**src/rtl/intfmux_pkg.sv**
```systemverilog
// rtl/intfmux_pkg.sv - shared constants and sync-state codes for the TDM link mux/demux
package intfmux_pkg;

   typedef enum logic [1:0] {
      ST_HUNT    = 2'd0,
      ST_PRESYNC = 2'd1,
      ST_SYNC    = 2'd2
   } sync_state_e;

   localparam int FRMLEN_DEF = 8;
   localparam int PH_W       = 3;

endpackage

```
**src/rtl/intfsyn_fsm.sv**
```systemverilog
// rtl/intfsyn_fsm.sv - frame-sync acquisition with flywheel for the TDM demux
module intfsyn_fsm
   import intfmux_pkg::*;
#(
   parameter int SYNCNT = 2,
   parameter int LOSCNT = 3
) (
   input  logic clk_i,
   input  logic rst_ni,
   input  logic isyn_i,
   input  logic expect_i,
   output logic frm_start_o,
   output logic oinsync_o,
   output logic oerr_o
);

   localparam int GW = (SYNCNT > 1) ? $clog2(SYNCNT + 1) : 1;
   localparam int EW = (LOSCNT > 1) ? $clog2(LOSCNT + 1) : 1;
   localparam logic [GW-1:0] GOOD_LAST = GW'(SYNCNT - 1);
   localparam logic [EW-1:0] ERR_LAST  = EW'(LOSCNT - 1);

   sync_state_e      state_q;
   logic [GW-1:0]    good_q;
   logic [EW-1:0]    errcnt_q;
   logic             oinsync_q;
   logic             oerr_q;

   // In SYNC the slot counter alone decides alignment; early isyn never re-seeds it.
   assign frm_start_o = (state_q == ST_SYNC) ? expect_i : isyn_i;
   assign oinsync_o   = oinsync_q;
   assign oerr_o      = oerr_q;

   always_ff @(posedge clk_i or negedge rst_ni) begin
      if (!rst_ni) begin
         state_q   <= ST_HUNT;
         good_q    <= '0;
         errcnt_q  <= '0;
         oinsync_q <= 1'b0;
         oerr_q    <= 1'b0;
      end else begin
         oerr_q <= 1'b0;
         case (state_q)
            ST_HUNT: begin
               if (isyn_i) begin
                  good_q <= GW'(1);
                  if (SYNCNT <= 1) begin
                     state_q   <= ST_SYNC;
                     errcnt_q  <= '0;
                     oinsync_q <= 1'b1;
                  end else begin
                     state_q <= ST_PRESYNC;
                  end
               end
            end
            ST_PRESYNC: begin
               if (isyn_i && expect_i) begin
                  if (good_q >= GOOD_LAST) begin
                     state_q   <= ST_SYNC;
                     errcnt_q  <= '0;
                     oinsync_q <= 1'b1;
                  end else begin
                     good_q <= good_q + GW'(1);
                  end
               end else if (isyn_i) begin
                  oerr_q <= 1'b1;
                  good_q <= GW'(1);
               end else if (expect_i) begin
                  oerr_q  <= 1'b1;
                  good_q  <= '0;
                  state_q <= ST_HUNT;
               end
            end
            ST_SYNC: begin
               if (isyn_i && expect_i) begin
                  errcnt_q <= '0;
               end else if (isyn_i || expect_i) begin
                  oerr_q <= 1'b1;
                  if (errcnt_q >= ERR_LAST) begin
                     state_q   <= ST_HUNT;
                     errcnt_q  <= '0;
                     good_q    <= '0;
                     oinsync_q <= 1'b0;
                  end else begin
                     errcnt_q <= errcnt_q + EW'(1);
                  end
               end
            end
            default: begin
               state_q   <= ST_HUNT;
               oinsync_q <= 1'b0;
            end
         endcase
      end
   end

endmodule

```
**src/rtl/intfdmux6.sv**
```systemverilog
// rtl/intfdmux6.sv - receive-side TDM demux rebuilding MUX-word groups from the serial link
module intfdmux6
   import intfmux_pkg::*;
#(
   parameter int LINEBIT = 12,
   parameter int MUX     = 6,
   parameter int FRMLEN  = FRMLEN_DEF,
   parameter int SYNCNT  = 2,
   parameter int LOSCNT  = 3
) (
   input  logic                   iclk38,
   input  logic                   rst_,
   input  logic [LINEBIT-1:0]     idat,
   input  logic                   isyn,
   output logic [LINEBIT*MUX-1:0] odat,
   output logic                   ovld,
   output logic                   oinsync,
   output logic                   oerr
);

   localparam int DATABIT = LINEBIT * MUX;

   logic [PH_W-1:0]               cntph_q, cntph_d;
   logic [MUX-1:0][LINEBIT-1:0]   cap_q, cap_d;
   logic                          arm_q, arm_d;
   logic                          full_q;
   logic                          last_wr;
   logic [DATABIT-1:0]            odat_q;
   logic                          ovld_q;
   logic                          frm_start;
   logic                          expect_slot;

   assign expect_slot = (cntph_q == '0);

   intfsyn_fsm #(
      .SYNCNT (SYNCNT),
      .LOSCNT (LOSCNT)
   ) u_fsm (
      .clk_i       (iclk38),
      .rst_ni      (rst_),
      .isyn_i      (isyn),
      .expect_i    (expect_slot),
      .frm_start_o (frm_start),
      .oinsync_o   (oinsync),
      .oerr_o      (oerr)
   );

   always_comb begin
      cntph_d = cntph_q;
      if (frm_start) begin
         cntph_d = (FRMLEN > 1) ? PH_W'(1) : '0;
      end else if (cntph_q == PH_W'(FRMLEN - 1)) begin
         cntph_d = '0;
      end else begin
         cntph_d = cntph_q + PH_W'(1);
      end
   end

   // arm_q marks a group in progress; a fresh start always wins over the last-slot write.
   always_comb begin
      cap_d   = cap_q;
      arm_d   = arm_q;
      last_wr = 1'b0;
      if (frm_start) begin
         cap_d[MUX-1] = idat;
         arm_d        = (MUX > 1);
         last_wr      = (MUX == 1);
      end else if (arm_q) begin
         for (int k = 1; k < MUX; k++) begin
            if (cntph_q == PH_W'(k)) begin
               cap_d[MUX-1-k] = idat;
            end
         end
         if (cntph_q == PH_W'(MUX - 1)) begin
            last_wr = 1'b1;
            arm_d   = 1'b0;
         end
      end
   end

   always_ff @(posedge iclk38 or negedge rst_) begin
      if (!rst_) begin
         cntph_q <= '0;
         cap_q   <= '0;
         arm_q   <= 1'b0;
         full_q  <= 1'b0;
         odat_q  <= '0;
         ovld_q  <= 1'b0;
      end else begin
         cntph_q <= cntph_d;
         cap_q   <= cap_d;
         arm_q   <= arm_d;
         full_q  <= last_wr;
         ovld_q  <= full_q;
         if (full_q) begin
            odat_q <= cap_q;
         end
      end
   end

   assign odat = odat_q;
   assign ovld = ovld_q;

endmodule

```
**config.mk**
```make
export PLATFORM = sky130hd
export DESIGN_NAME = intfdmux6
export DESIGN_NICKNAME = d
export VERILOG_FILES = /design/src/rtl/intfmux_pkg.sv /design/src/rtl/intfsyn_fsm.sv /design/src/rtl/intfdmux6.sv
export SDC_FILE = /design/constraint.sdc
export NUM_CORES = 1
export LEC_CHECK = 0
export ABC_AREA = 0
export CAP_MARGIN = 20
export CORE_AREA = 2 2 102 124
export DETAILED_ROUTE_END_ITERATION = 16
export DIE_AREA = 0 0 104 126
export PLACE_DENSITY = 0.79
export SLEW_MARGIN = 25
export SYNTH_ARGS = -nofsm -noshare
export SYNTH_HDL_FRONTEND = slang
export SYNTH_HIERARCHICAL = 1
export SYNTH_SLANG_ARGS = --single-unit
```
**constraint.sdc**
```tcl
create_clock -name iclk38 -period 2.72 [get_ports iclk38]
set_clock_uncertainty 0.15 [all_clocks]
set_input_delay 0.272 -clock iclk38 [delete_from_list [all_inputs] [get_ports iclk38]]
set_output_delay 0.272 -clock iclk38 [all_outputs]
set_load 0.005 [all_outputs]
```
======== Word-level counts from Yosys, hierarchy flattened ========
Index checks and enable logic that the tools add are counted.
word-level totals
  flip-flop bits (word level) ............. 158
  bits of input ports ..................... 15
  output and inout port bits .............. 75
  logic and storage cells ................. 98
cells by class
  add/sub/neg operators ................... 3
  $lt $le $gt $ge ......................... 2
  equal/unequal tests ..................... 20
  multiplexer cells ....................... 40
  bitwise operators ....................... 2
  reduce and logical (&&, ||, !) cells .... 15
operators with widths
  kind                 count
  $mux 2               16
  $mux 1               17
  $reduce_and 3->1     5
  $reduce_and 7->1     2
  $pmux 2 s3           2
  $eq 3x3->1 const B   3
  $ne 2x2->1 const B   4
  $eq 3x2->1 const B   2
  $mux 3               2
  $ne 3x2->1 const B   2
  $ne 3x3->1 const B   2
  $reduce_and 6->1     1
  $add 2x1->2 const B  2
  $ne 2x1->1 const B   2
  $ne 4x2->1 const B   1
  $pmux 2 s2           1
  $reduce_and 4->1     1
  $add 3x1->3 const B  1
  $eq 3x1->1 const B   1
  $logic_not 3->1      1
  $ne 3x1->1 const B   1
  $pmux 1 s3           1
  $reduce_bool 3->1    1
  $eq 2x1->1 const B   1
  other kinds (9)      10

======== Depth between registers and ports, before layout ========
Gate-level depths: netlist of run 1.
  depth in word-level cells ............... 5
  gate-level depth with buffers ........... 9

======== Modules after synthesis ========
The synthesis of run 1 kept the hierarchy.
modules (own cells, without submodules)
  module       times used  cells an instance  area an instance (um^2)  seq. area each (um^2)
  intfdmux6    1           330                5666.7                   3753.6
  intfsyn_fsm  1           63                 615.6                    200.2

======== Least setup slack after synthesis of run 1 ========
No wires, ideal clock.
  path kind ............................... reg-to-reg
  start ................................... register cntph_q[0]
  end ..................................... register u_fsm.oinsync_q, in the netlist u_fsm/oinsync_o
  library setup time ...................... 119 ps
  arrival ................................. 1892 ps
  data required time ...................... 2451 ps
  path slack .............................. 559 ps
  stages on the path, launching flop included .. 9
  path buffers ............................ 0
  cell sequence ........................... dfrtp_1 inv_1 ha_1 and2b_2 ha_1 o21ai_1 nand2_1 or4_1 o21a_1
between the ends
  longest elaborated chain between the ends .. 4
ends and longest elaborated chain
  what                                                       line                                                     RTL
  start: declaration                                         intfdmux6.sv:23                                          logic [PH_W-1:0] cntph_q, cntph_d;
  start signal: assignment                                   intfdmux6.sv:90                                          cntph_q <= cntph_d;
  $logic_not 3->1 *                                          intfdmux6.sv:33                                          assign expect_slot = (cntph_q == '0);
  net expect_slot                                            intfdmux6.sv:31                                          logic expect_slot;
  $logic_and 1x1->1 or $logic_or 1x1->1 (tied branches)      intfsyn_fsm.sv:56, intfsyn_fsm.sv:74, intfsyn_fsm.sv:76
  $ne 2x1->1 (no source line) or $ne 2x2->1 (tied branches)  n/a
  $reduce_and 6->1 (no source line) *                        n/a
  end signal: assignment                                     intfsyn_fsm.sv:60                                        oinsync_q <= 1'b1;
  end signal: assignment                                     intfsyn_fsm.sv:82                                        oinsync_q <= 1'b0;
  end signal: assignment                                     intfsyn_fsm.sv:90                                        oinsync_q <= 1'b0;
  end: declaration                                           intfsyn_fsm.sv:25                                        logic oinsync_q;
Mark *: on every way through the listed nets, which the timed path passes. The rest lies on a longest branch.
A chain may end at the register's enable or synchronous reset.

======== Worst setup path after layout of run 1 ========
  start ................................... register cntph_q[0]
  end ..................................... register cap_q[54] in the netlist's numbering
between the ends
  longest elaborated chain between the ends .. 4
ends and longest elaborated chain
  what                               line               RTL
  $logic_not 3->1                    intfdmux6.sv:33
  net expect_slot                    intfdmux6.sv:31
  $mux 1                             intfsyn_fsm.sv:29  assign frm_start_o = (state_q == ST_SYNC) ? expect_i : isyn_i;
  net frm_start                      intfdmux6.sv:30    logic frm_start;
  $not 1->1 (no source line)         n/a
  $reduce_and 3->1 (no source line)  n/a
  end signal: assignment             intfdmux6.sv:91    cap_q <= cap_d;
  end: declaration                   intfdmux6.sv:24    logic [MUX-1:0][LINEBIT-1:0] cap_q, cap_d;
The timed path passes the listed nets, and every way through them passes these cells.

==> results.yml, run 1 <==
sta:
  setup_slack_ns: 0.327
  setup_viol: 0
  worst_pin_slew_ns: 1.00
  maxSlewViolCount: 0
  fmax_mhz: 418
  slew_headroom_pct: 33.3
  worst_hold_slack_ns: 0.273
  hold_viol_final: 0
  fin_crit_sh_pct: 88.0
  tns_ns: 0
  rsz0062_at_grt: "no"
  period_needed_ns: 2.39
die:
  core_area_sq_um: 11900
  die_width_um: 104
  die_height_um: 126
  rows: 44
  ios: 90
  design.die.area_sq_um: 13100
  start_util_pct: 52.8
route:
  via_per_inst: 5.36
  drt-initial-drc-count: 186
  first_pass_iters: 4
  drc: 0
  via_count: 3575
  wl_met2_um: 6800
  top_layer_used: "met5"
  m1WireLength_um: 5410
  wl_um: 12900
  ant_nets: 0
  wl_met3_um: 456
  wl_per_cell_um: 19.3
clock_network:
  cts.sinks: 158
  cts_buffers: 17
  clk_latency_ns: 0.41
  path_clk_slew_ns: 0.06
  root_buffer: "clkbuf_16"
  htree_num_levels: 4
  clock_tree.buffer_depth: 2
  cts.repair.resized: 0
  cts_setup_buffers: 0
  cts_tree: "yes"
place:
  dp.cells: 634
  place_ws_ns: 0.328
  gp_congestion: 0.820
  io_buffers: 89
  dp_hpwl_um: 8210
layout:
  fin_cells: 667
  fin_util_pct: 66.7
  nNetsFinal: 526
  drive_above_1_share_pct: 37.7
  fillers: 873
  multi_input_area_sq_um: 2190
  seq_area_sq_um: 3960
  area_growth_pct: 26.3
  n_antenna_cell: 0
pwr:
  power.share.clock_pct: 24.1
  p_leak_nw: 3.43
  peakVddDrop_v: 0.000577
  swShare_pct: 27.8
  combinationalPowerShare_pct: 32.5
  powerDensity_nw_per_um2: 1200
  p_int_w: 0.00690
  p_switching_w: 0.00266
  power_frac_seq_pct: 43.4
global_route:
  grt.overflow.total: 0
  grt_max_degree: 74
  grt_pass1_wl_um: 21000
  globalRouteTotalUtil_pct: 21.0
  grt_pass1_vias: 3940
  antenna_found_initial: 1
critical_path:
  worstSetupEndpointType: "flop"
  worst_path_max_delay_cell: "and4bb_2"
  crit_path_max_fanout: 12
  worst-path-stages: 8
  critPathTopFamily: "simple AND/OR/NAND/NOR gates"
  cp_cell_sequence: "inv_1, ha_1, and2b_2, nand2_1, o21ai_1, buf_4, and4bb_2, mux2_2"
  crit_path_start_kind: "flop"
  r2r_cells: 8
  required_ns: 2.86
  max_stage_delay_ns: 0.50
  worst-path-buf-inv: 2
  crit_type: "reg -> reg"
  cp.arrival_ns: 2.54
synth:
  ys_async_sr_fraction_pct: 100
  synth_cell_types: 39
  syn-num-nets: 426
  syn_area_per_cell_sq_um: 16.0
  synthesis.area_sq_um: 6280
  synth-warning-count: 6
  synth_flop_cell: "dfrtp_1"
  ys_seq_elements: 158
  synthCells: 393
  synth_edf_count: 0
  yosysSeqAreaShare_pct: 62.9
run:
  maxCapViolations: 0
status:
  outcome: "finished, final reports clean"
hold_path:
  hold_class: "in -> async"
-- Yosys cell counts (2+ instances only) --
library cell    n  area (sq um)
ha_1           18           225
clkbuf_8        2          27.5
nor3b_1         2          15.0
and4bb_2        2          25.0
mux2_2        145          1630
buf_2          11          55.1
o21ai_1         2          10.0
dfrtp_1       158          3950
nor2_1          4          15.0
o211ai_1        2          15.0
nor2b_1         2          12.5
inv_1          10          37.5
nand2_1         9          33.8
-- cell type report --
cell class,instances,area share [%]
Tap cell,161,2.54
Clock inverter,14,1.83
Inverter,10,0.473
Timing Repair Buffer,96,12.1
Sequential cell,158,49.9
Clock buffer,18,5.54
Multi-Input combinational cell,210,27.6
-- through the flow --
stage | cell area (sq um) | total power (W)
after floorplan | 6280 | 0.00566
after global placement | 7340 | 0.00709
after detailed placement | 7340 | 0.00727
after CTS | 7930 | 0.00964
after global routing | 7930 | 0.0101
final | 7930 | 0.00956
-- routing by layer --
| metal | vias to the layer above | global-route usage (%) |
|---|---|---|
| met4 | 2 | 7.15 |
| met1 | 1879 | 25.8 |
| met2 | 85 | 36.1 |
| li1 | 1594 | - |
| met5 | - | 0 |
| met3 | 15 | 5.75 |
-- cell families after synthesis --
group / synth area share (%)
fa+ha+maj: 3.59
compound gates: 1.95
flops: 62.9
buf+inv: 2.15
simple gates: 2.99
mux: 26.4
-- final timing paths --
path,startpoint,end,slack [ns]
setup / recovery,cntph_q[0],cap_q[54],0.33
hold / removal,rst_,u_fsm/oerr_o,0.27
setup reg to reg,cntph_q[0],cap_q[54],0.33
hold reg to reg,u_fsm/oinsync_o,u_fsm/oinsync_o,0.34
max in group asynchronous,rst_,full_q,1.35
min in group iclk38,u_fsm/oinsync_o,u_fsm/oinsync_o,0.34
-- timing repair --
action | 4_1_cts | 5_1_grt
hold endpoints to repair | 69 | 0
hold buffers | 1 | 0
endpoints found under the setup margin | 0 | 0
-- placed cells by master (no fill, tap or decap), types with 4 or more instances in the layout --
cell type	count
dfrtp_1	157
nand2_1	9
buf_4	5
nor2_1	4
inv_1	10
ha_1	18
clkinvlp_4	7
mux2_2	145
clkbuf_16	17
clkdlybuf4s50_1	88
-- power by group through the flow --
stage	sequential, W	clock, W	combinational [W]
after CTS	0.00415	0.00234	0.00314
after floorplan	0.00397	0	0.00169
after detailed placement	0.00417	0	0.00310
after global placement	0.00412	0	0.00298
final	0.00415	0.00231	0.00310
after global routing	0.00430	0.00244	0.00335
-- flip-flops by register name, indices dropped and copies added, names as in the netlist --
name,count
full_q,1
ovld,1
u_fsm/oinsync_o,1
arm_q,1
cntph_q,3
u_fsm/errcnt_q,2
odat,72
cap_q,72
u_fsm/good_q,2
u_fsm/oerr_o,1
u_fsm/state_q,2
(Power assumes the default switching activity.)
==> run 2: changes to the inputs <==
- CORE_AREA: 2 2 102 124 -> 2 2 111 135
- CTS_BUF_LIST: default -> sky130_fd_sc_hd__clkbuf_4 sky130_fd_sc_hd__clkbuf_8 sky130_fd_sc_hd__clkbuf_16
- DIE_AREA: 0 0 104 126 -> 0 0 113 137
- PLACE_DENSITY: 0.79 -> 0.68
==> results.yml, run 2 (synthesized netlist as in run 1, its figures left out) <==
pwr:
  powerDensity_nw_per_um2: 1200
  p_total_w: 0.00956
  peakVddDrop_v: 0.000556
  p_leak_nw: 3.47
route:
  drt-initial-drc-count: 125
  wl_um: 12800
  wl_per_cell_um: 18.7
  ant_nets: 0
  first_pass_iters: 10
  drc: 5
  via_count: 3517
  via_per_inst: 5.16
clock_network:
  root_buffer: "clkbuf_16"
  htree_num_levels: 4
  clk_latency_ns: 0.42
  cts.sinks: 158
  clock_tree.buffer_depth: 2
  cts_buffers: 17
  cts_tree: "yes"
  cts.repair.resized: 0
  path_clk_slew_ns: 0.06
  cts_setup_buffers: 0
sta:
  maxSlewViolCount: 0
  fin_crit_sh_pct: 91.6
  period_needed_ns: 2.49
  rsz0062_at_grt: "no"
  slew_headroom_pct: 35.4
  fmax_mhz: 401
  worst_hold_slack_ns: 0.254
  setup_viol: 0
  hold_viol_final: 0
  tns_ns: 0
  worst_pin_slew_ns: 0.969
critical_path:
  worstSetupEndpointType: "flop"
  cp_cell_sequence: "inv_1, ha_1, and2b_2, nand2_1, o21ai_1, buf_4, and4bb_2, mux2_2"
  cp.arrival_ns: 2.64
  required_ns: 2.87
  worst_path_max_delay_cell: "and4bb_2"
  crit_path_max_fanout: 14
  worst-path-buf-inv: 2
  critPathTopFamily: "simple AND/OR/NAND/NOR gates"
  crit_path_start_kind: "flop"
  crit_type: "reg -> reg"
  max_stage_delay_ns: 0.53
layout:
  area_growth_pct: 26.9
  fin_cells: 682
  final_cell_area_sq_um: 7980
  fillers: 1163
  multi_input_area_sq_um: 2190
  n_antenna_cell: 0
  nNetsFinal: 528
  seq_area_sq_um: 3960
  layout.cells.most_common: "dfrtp_1"
  layout_common_cells: "157 x dfrtp_1, 145 x mux2_2, 88 x clkdlybuf4s50_1"
  drive_above_1_share_pct: 37.9
die:
  rows: 48
  design.die.area_sq_um: 15500
  start_util_pct: 44.3
  die_height_um: 137
  core_area_sq_um: 14200
  ios: 90
  die_width_um: 113
global_route:
  grt_max_degree: 74
  grt_pass1_wl_um: 20600
  globalRouteTotalUtil_pct: 17.7
  grt_pass1_vias: 3730
  antenna_found_initial: 0
  grt.overflow.total: 0
hold_path:
  hold_class: "in -> async"
place:
  dp.cells: 650
  gp_congestion: 0.813
  io_buffers: 89
  place_area_sq_um: 7370
  dp_hpwl_um: 8550
status:
  outcome: "finished with violations"
  violations: "DRC"
run:
  maxCapViolations: 0
## run 2: routing by layer
metal / routed length, um / GRT usage, % / vias up
met4: 231 / 6.71 / 0
li1: - / - / 1595
met2: 6620 / 29.6 / 72
met3: 418 / 4.07 / 19
met1: 5480 / 22.6 / 1831
met5: 0 / 0 / -
## run 2: stage by stage
stage,utilization [%],worst slack (ns)
floorplan,-,0.559
global placement,52.0,0.294
detailed placement,52.0,0.220
CTS,56.3,0.220
global route,56.3,0.116
finish,56.3,0.228
## run 2: timing repair
action | 4_1_cts | 5_1_grt
hold buffers | 1 | 0
setup endpoints to repair | 0 | 0
endpoints found under the hold margin | 57 | 0
## run 2: worst register-to-register path, cell delays in order (launching register included)
cell	delay, ns
dfrtp_1	0.41
inv_1	0.09
ha_1	0.22
and2b_2	0.24
nand2_1	0.06
o21ai_1	0.09
buf_4	0.20
and4bb_2	0.53
mux2_2	0.39
## run 2: worst paths after layout
path | startpoint | endpoint | slack (ns) | cells after the start
max in group asynchronous | rst_ | cap_q[59] | 1.41 | 3
setup / recovery | cntph_q[0] | cap_q[47] | 0.23 | 8
min in group iclk38 | u_fsm/oinsync_o | u_fsm/oinsync_o | 0.34 | 1
hold / removal | rst_ | odat[66] | 0.25 | 2
hold reg to reg | u_fsm/oinsync_o | u_fsm/oinsync_o | 0.34 | 1
setup reg to reg | cntph_q[0] | cap_q[47] | 0.23 | 8
## run 2: area by class of cell
cell class	count	area share [%]
multi-input cells	210	27.5
inverters	10	0.471
well taps	175	2.75
clock buffers	25	6.40
flip-flops and latches	158	49.6
repair buffers	98	12.2
clock inverters	6	1.04
## run 2: where the power goes
| part | internal [W] | total, W | switching (W) | leakage, nW |
|---|---|---|---|---|
| Clock | 0.00148 | 0.00236 | 0.000878 | 0.297 |
| Combinational | 0.00208 | 0.00306 | 0.000973 | 1.27 |
| Sequential | 0.00345 | 0.00415 | 0.000699 | 1.91 |
| Total | 0.00701 | 0.00956 | 0.00255 | 3.47 |
==> run 3: changes to the inputs <==
- PLACE_DENSITY: 0.68 -> 0.67
==> results.yml, run 3 (synthesized netlist as in run 1, its figures left out) <==
run:
  maxCapViolations: 0
route:
  drt-initial-drc-count: 209
  via_per_inst: 5.15
  wl_per_cell_um: 18.7
  via_count: 3513
  ant_nets: 0
  first_pass_iters: 10
  drc: 6
  wl_um: 12800
place:
  gp_congestion: 0.751
  place_ws_ns: 0.285
  dp_hpwl_um: 8550
  io_buffers: 89
  dp.cells: 649
status:
  outcome: "finished with violations"
  violations: "DRC"
clock_network:
  cts_setup_buffers: 0
  cts.sinks: 158
  clk_latency_ns: 0.42
  cts_tree: "yes"
  path_clk_slew_ns: 0.06
  root_buffer: "clkbuf_16"
  cts_buffers: 17
  clock_tree.buffer_depth: 2
  htree_num_levels: 4
sta:
  maxSlewViolCount: 0
  hold_viol_final: 0
  setup_slack_ns: 0.280
  tns_ns: 0
  fmax_mhz: 410
  rsz0062_at_grt: "no"
  worst_hold_slack_ns: 0.238
  period_needed_ns: 2.44
  worst_pin_slew_ns: 0.544
  fin_crit_sh_pct: 89.7
  slew_headroom_pct: 63.7
  setup_viol: 0
global_route:
  grt_max_degree: 57
  antenna_found_initial: 0
  globalRouteTotalUtil_pct: 17.6
  grt_pass1_wl_um: 20400
  grt_pass1_vias: 3779
  grt.overflow.total: 0
layout:
  fin_cells: 682
  layout.cells.most_common: "dfrtp_1"
  fin_util_pct: 57.1
  n_antenna_cell: 0
  nNetsFinal: 527
  area_growth_pct: 28.7
  drive_above_1_share_pct: 37.9
  layout_common_cells: "157 x dfrtp_1, 145 x mux2_2, 88 x clkdlybuf4s50_1"
die:
  start_util_pct: 44.3
  die_height_um: 137
  rows: 48
  ios: 90
  die_width_um: 113
  design.die.area_sq_um: 15500
  core_area_sq_um: 14200
pwr:
  powerDensity_nw_per_um2: 1230
  p_leak_nw: 3.52
  peakVddDrop_v: 0.000541
critical_path:
  cp_cell_sequence: "inv_1, ha_1, and2b_2, nand2_1, o21ai_1, buf_12, and4bb_2, mux2_2"
  crit_type: "reg -> reg"
  required_ns: 2.88
  r2r_cells: 8
  cp.arrival_ns: 2.60
  worst_path_max_delay_cell: "and4bb_2"
  max_stage_delay_ns: 0.51
  worstSetupEndpointType: "flop"
  reg2reg_to: "cap_q[53]"
  r2r_slack_ns: 0.28
  rr_startpoint: "cntph_q[0]"
  crit_path_start_kind: "flop"
  crit_path_max_fanout: 21
hold_path:
  hold_class: "in -> async"
## run 3: cell types whose count changed in the layout (fill, tap and decap cells not counted), sizes merged
cell	previous run	this run
buf	9	8
bufinv	2	6
clkbuf	25	23
clkinv	3	1
inv	10	11
## run 3: how the worst max path moves through the flow
stage | slack (ns) | start | to | cells after the start
final | 0.28 | cntph_q[0] | cap_q[53] | 8
after global routing | 0.15 | cntph_q[0] | cap_q[44] | 8
after CTS | 0.28 | cntph_q[0] | cap_q[53] | 8
after detailed placement | 0.29 | cntph_q[0] | cap_q[53] | 8
after global placement | 0.30 | cntph_q[0] | cap_q[40] | 8
after floorplan | 0.56 | cntph_q[0] | u_fsm/oinsync_o | 8
## run 3: what timing repair did
action | 4_1_cts | 5_1_grt
hold buffers | 1 | 0
hold endpoints to repair | 53 | 0
resized for setup | 0 | 0
## run 3: layout make-up
class                           count  area [sq um]
Fill cell                        1145          6090
Inverter                           10          37.5
Sequential cell                   158          3960
Multi-Input combinational cell    210          2190
Tap cell                          175           219
Clock buffer                       23           483
Clock inverter                      9           205
Timing Repair Buffer               97           992
## run 3: metrics by stage
step	power [W]	area [sq um]
2_1_floorplan	0.00566	6280
3_3_place_gp	0.00717	7390
3_5_place_dp	0.00729	7390
4_1_cts	0.0101	8090
5_1_grt	0.0105	8090
6_report	0.00994	8090
## run 3: worst max-delay path, delay by kind of cell (launching register included)
| family | cells | cell delay, ns |
|---|---|---|
| fa+ha+maj | 1 | 0.22 |
| simple gates | 3 | 0.82 |
| mux | 1 | 0.38 |
| compound gates | 1 | 0.10 |
| flops | 1 | 0.40 |
| buf+inv | 2 | 0.25 |
## run 3: metal layers
layer | GRT usage (%) | share of wire (%)
met1 | 22.2 | 43
met2 | 29.5 | 53
met3 | 4.30 | 3.2
met4 | 7.11 | 1.3
met5 | 0 | 0
## run 3: report_power, final
group / total (W) / leakage (nW) / internal (W) / switching [W]
Combinational: 0.00311 / 1.27 / 0.00209 / 0.00101
Sequential: 0.00411 / 1.91 / 0.00345 / 0.000656
Clock: 0.00273 / 0.336 / 0.00182 / 0.000916
Total: 0.00994 / 3.52 / 0.00736 / 0.00258
==> RTL change 1: new RTL, flow settings as in run 2 <==
`LOSCNT` is set to 3 in 2 places; all go to 6.
--- a/src/rtl/intfsyn_fsm.sv
+++ b/src/rtl/intfsyn_fsm.sv
@@ -4,5 +4,5 @@
 #(
    parameter int SYNCNT = 2,
-   parameter int LOSCNT = 3
+   parameter int LOSCNT = 6
 ) (
    input  logic clk_i,
--- a/src/rtl/intfdmux6.sv
+++ b/src/rtl/intfdmux6.sv
@@ -7,5 +7,5 @@
    parameter int FRMLEN  = FRMLEN_DEF,
    parameter int SYNCNT  = 2,
-   parameter int LOSCNT  = 3
+   parameter int LOSCNT  = 6
 ) (
    input  logic                   iclk38,
Behaviour: no difference found for any inputs over 10 cycles, from zero or initial values and one cycle with rst_ low; that may be too few to reach the edited logic, so the function may still have changed.
==> RTL change 1 against run 2 <==
  * The flow still finishes with violations (DRC)
  * Synthesized area up 1.0%
  * Sequential cell count rose by 1
  * Wire length down 0.64%
  * Setup slack lost 0.075 ns
  * Total power fell by 3.8%
  * Worst hold slack worse by 0.020 ns
  * Utilization is 0.42 points higher
  * Design area is 0.75% higher
  * Critical path depth did not move
  * Largest power group unchanged
==> RTL change 1: results (changes against run 2) <==
fillers: 1210  # +4.0%
syn_nets: 436  # +2.3%
final-clk-cell-share_pct: 7.37  # -0.071 points
multiInputGateArea_sq_mm: 0.00221  # +0.74%
nClkBuffers: 20  # -20%
ys_types: 34  # -13%
route.met3.wl_um: 441  # +5.5%
grtUsageMet3_pct: 3.94  # -0.13 points
slew_headroom_pct: 63.5  # +28 points
p_clk_share_pct: 25.9  # +1.3 points
ys_top_cells_by_area: "dfrtp_1, mux2_2, ha_1"
grt_pass1_wl_mm: 20.7  # +0.53%
routabilityCongestion: 0.830  # +2.1%
met2_usage_pct: 30.2  # +0.63 points
grt_max_degree: 72  # -2.7%
drcViolationCount: 3  # -2
ys_seq_area_share_pct: 62.7  # -0.25 points
outcome: "complete, but fails checks"
seq_share_pct: 49.6  # -0.060 points
synthCells: 405  # +3.1%
failed_checks: "DRC"
synth_top_area_share_pct: 62.7  # -0.25 points
multi_input_gates: 215  # +2.4%
wl_met1_mm: 5.52  # +0.69%
grt_util_all_layers_pct: 17.7  # -0.026 points
power.internal_mw: 6.74  # -3.9%
wl_mm: 12.7  # -0.64%
placedCellCount: 659  # +1.4%
-- RTL change 1: cell types whose count changed in the layout (fill, tap and decap cells not counted), moves of 3 or more --
cell	run 2	this run
clkbuf_8	4	0
o21ai_0	0	3
inv_1	10	14
a21o_1	1	4
clkinv_2	3	6
nand2_1	9	6
o21ai_1	3	0
nor2_1	4	9
mux2i_1	1	4
-- RTL change 1: path summary, 6_finish.rpt --
kind	startpoint	to	slack, ns
max in group asynchronous	rst_	full_q	1.38
max reg2reg	cntph_q[0]	u_fsm/good_q[1]	0.15
min	rst_	odat[24]	0.23
min reg2reg	cap_q[40]	cap_q[40]	0.35
max	cntph_q[0]	u_fsm/good_q[1]	0.15
min in group iclk38	cap_q[40]	cap_q[40]	0.35
-- RTL change 1: logic make-up after synthesis --
logic type | after synthesis | synth area share [%]
flops | 159 | 62.7
mux | 148 | 26.2
buf+inv | 31 | 2.56
simple gates | 30 | 3.07
compound gates | 21 | 2.35
fa+ha+maj | 16 | 3.15
==> RTL change 2: new RTL, flow settings as in run 2 <==
Made on the original files. The 3 states of `sync_state_e` get a one-hot encoding in 3 bits.
--- a/src/rtl/intfmux_pkg.sv
+++ b/src/rtl/intfmux_pkg.sv
@@ -2,8 +2,8 @@
 package intfmux_pkg;
 
-   typedef enum logic [1:0] {
-      ST_HUNT    = 2'd0,
-      ST_PRESYNC = 2'd1,
-      ST_SYNC    = 2'd2
+   typedef enum logic [2:0] {
+      ST_HUNT    = 3'b001,
+      ST_PRESYNC = 3'b010,
+      ST_SYNC    = 3'b100
    } sync_state_e;
 
Formal check against the unedited RTL: same outputs for any inputs over 10 cycles, from zero or initial values and one cycle with rst_ low; not proved beyond that.
==> RTL change 2 against run 2 <==
  * The run still ends with DRC left
  * Synthesized area barely moved
  * Design area rose by 0.41%
  * Wire length fell by 1.1%
  * Setup slack improved by 0.020 ns
  * Total power fell by 11%
  * Sequential cell count rose by 1
  * Global-route usage fell by 0.25 points
  * Cell count rose by 0.15%
==> RTL change 2: results (changes against run 2) <==
grt_max_degree: 64  # -14%
wl_mm: 12.6  # -1.1%
synthTopCellsByCount: "dfrtp_1, mux2_2, buf_2, ha_1, inv_1"
worst_pin_slew_ns: 0.598  # -0.371 ns
drcViolationCount: 9  # +4
wl_met1_mm: 5.60  # +2.1%
syn_nets: 420  # -1.4%
failed_checks: "DRC"
regToRegSetupSlack_ns: 0.25  # +0.02 ns
power_frac_seq_pct: 45.2  # +1.8 points
seq_cells: 159  # +0.63%
grt_pass1_vias: 3699  # -0.83%
ys_seq_area_share_pct: 63.3  # +0.39 points
route.met3.wl_um: 358  # -14%
synth.avg_cell_area_sq_um: 16.0  # -0.21%
grtUsageMet3_pct: 3.76  # -0.31 points
multiInputGateArea_sq_mm: 0.00216  # -1.6%
grt_pass1_wl_mm: 20.4  # -1.2%
period_needed_ns: 2.47  # -0.0197 ns
cp_max_fo: 21  # +7
final-clk-cell-share_pct: 7.61  # +0.17 points
fillers: 1140  # -2.0%
buffer_area_share_pct: 12.5  # +0.26 points
met2_usage_pct: 29.1  # -0.50 points
hpwl_mm: 8.46  # -1.1%
power.leakage_nw: 3.53  # +1.6%
nets: 521  # -1.3%
routabilityCongestion: 0.748  # -8.0%
max-vdd-ir-drop_mv: 0.467  # -16%
met2WireLength_mm: 6.47  # -2.4%
p_per_area_mw_per_mm2: 1070  # -11%
layout-drive-gt1-share_pct: 38.8  # +0.91 points
ys_top_cells_by_area: "dfrtp_1, mux2_2, ha_1"
p_clk_share_pct: 28.2  # +3.6 points
p_switching_mw: 2.14  # -16%
arrival_ns: 2.62  # -0.02 ns
drt-initial-drc-count: 214  # +71%
dr_total_vias: 3502  # -0.43%
port_buffers: 89  # unchanged
outcome: "complete, but fails checks"
setup.worst_path.end: "cap_q[58]"
grt_util_all_layers_pct: 17.5  # -0.25 points
## RTL change 2: cells by family (layout without fill, tap and decap cells)
| logic type | Yosys count | after routing | share of synthesized area, % |
|---|---|---|---|
| muxes | 144 | 144 | 25.8 |
| DFF | 159 | 159 | 63.3 |
| adders and majority gates | 11 | 11 | 2.19 |
| xor gates and xnor gates | 1 | 1 | 0.139 |
| buffers and inverters | 26 | 140 | 2.33 |
| AOI/OAI and AO/OA | 22 | 22 | 2.39 |
| and+or+nand+nor | 31 | 31 | 3.82 |
## RTL change 2: metrics by stage
step                      area (sq um)  hold slack [ns]
after global routing              8010            0.300
final                             8010            0.269
after CTS                         8010            0.274
after global placement            7390            0.141
after floorplan                   6280           -0.174
after detailed placement          7390            0.146
## RTL change 2: worst reg2reg max path, cell delays in order, from the launching register on
cell and delay, ns:
dfrtp_1 0.39, inv_1 0.08, ha_1 0.22, and2b_2 0.25, nand2_1 0.07, o21ai_1 0.10, buf_12 0.18, and4bb_2 0.54
mux2_2 0.39
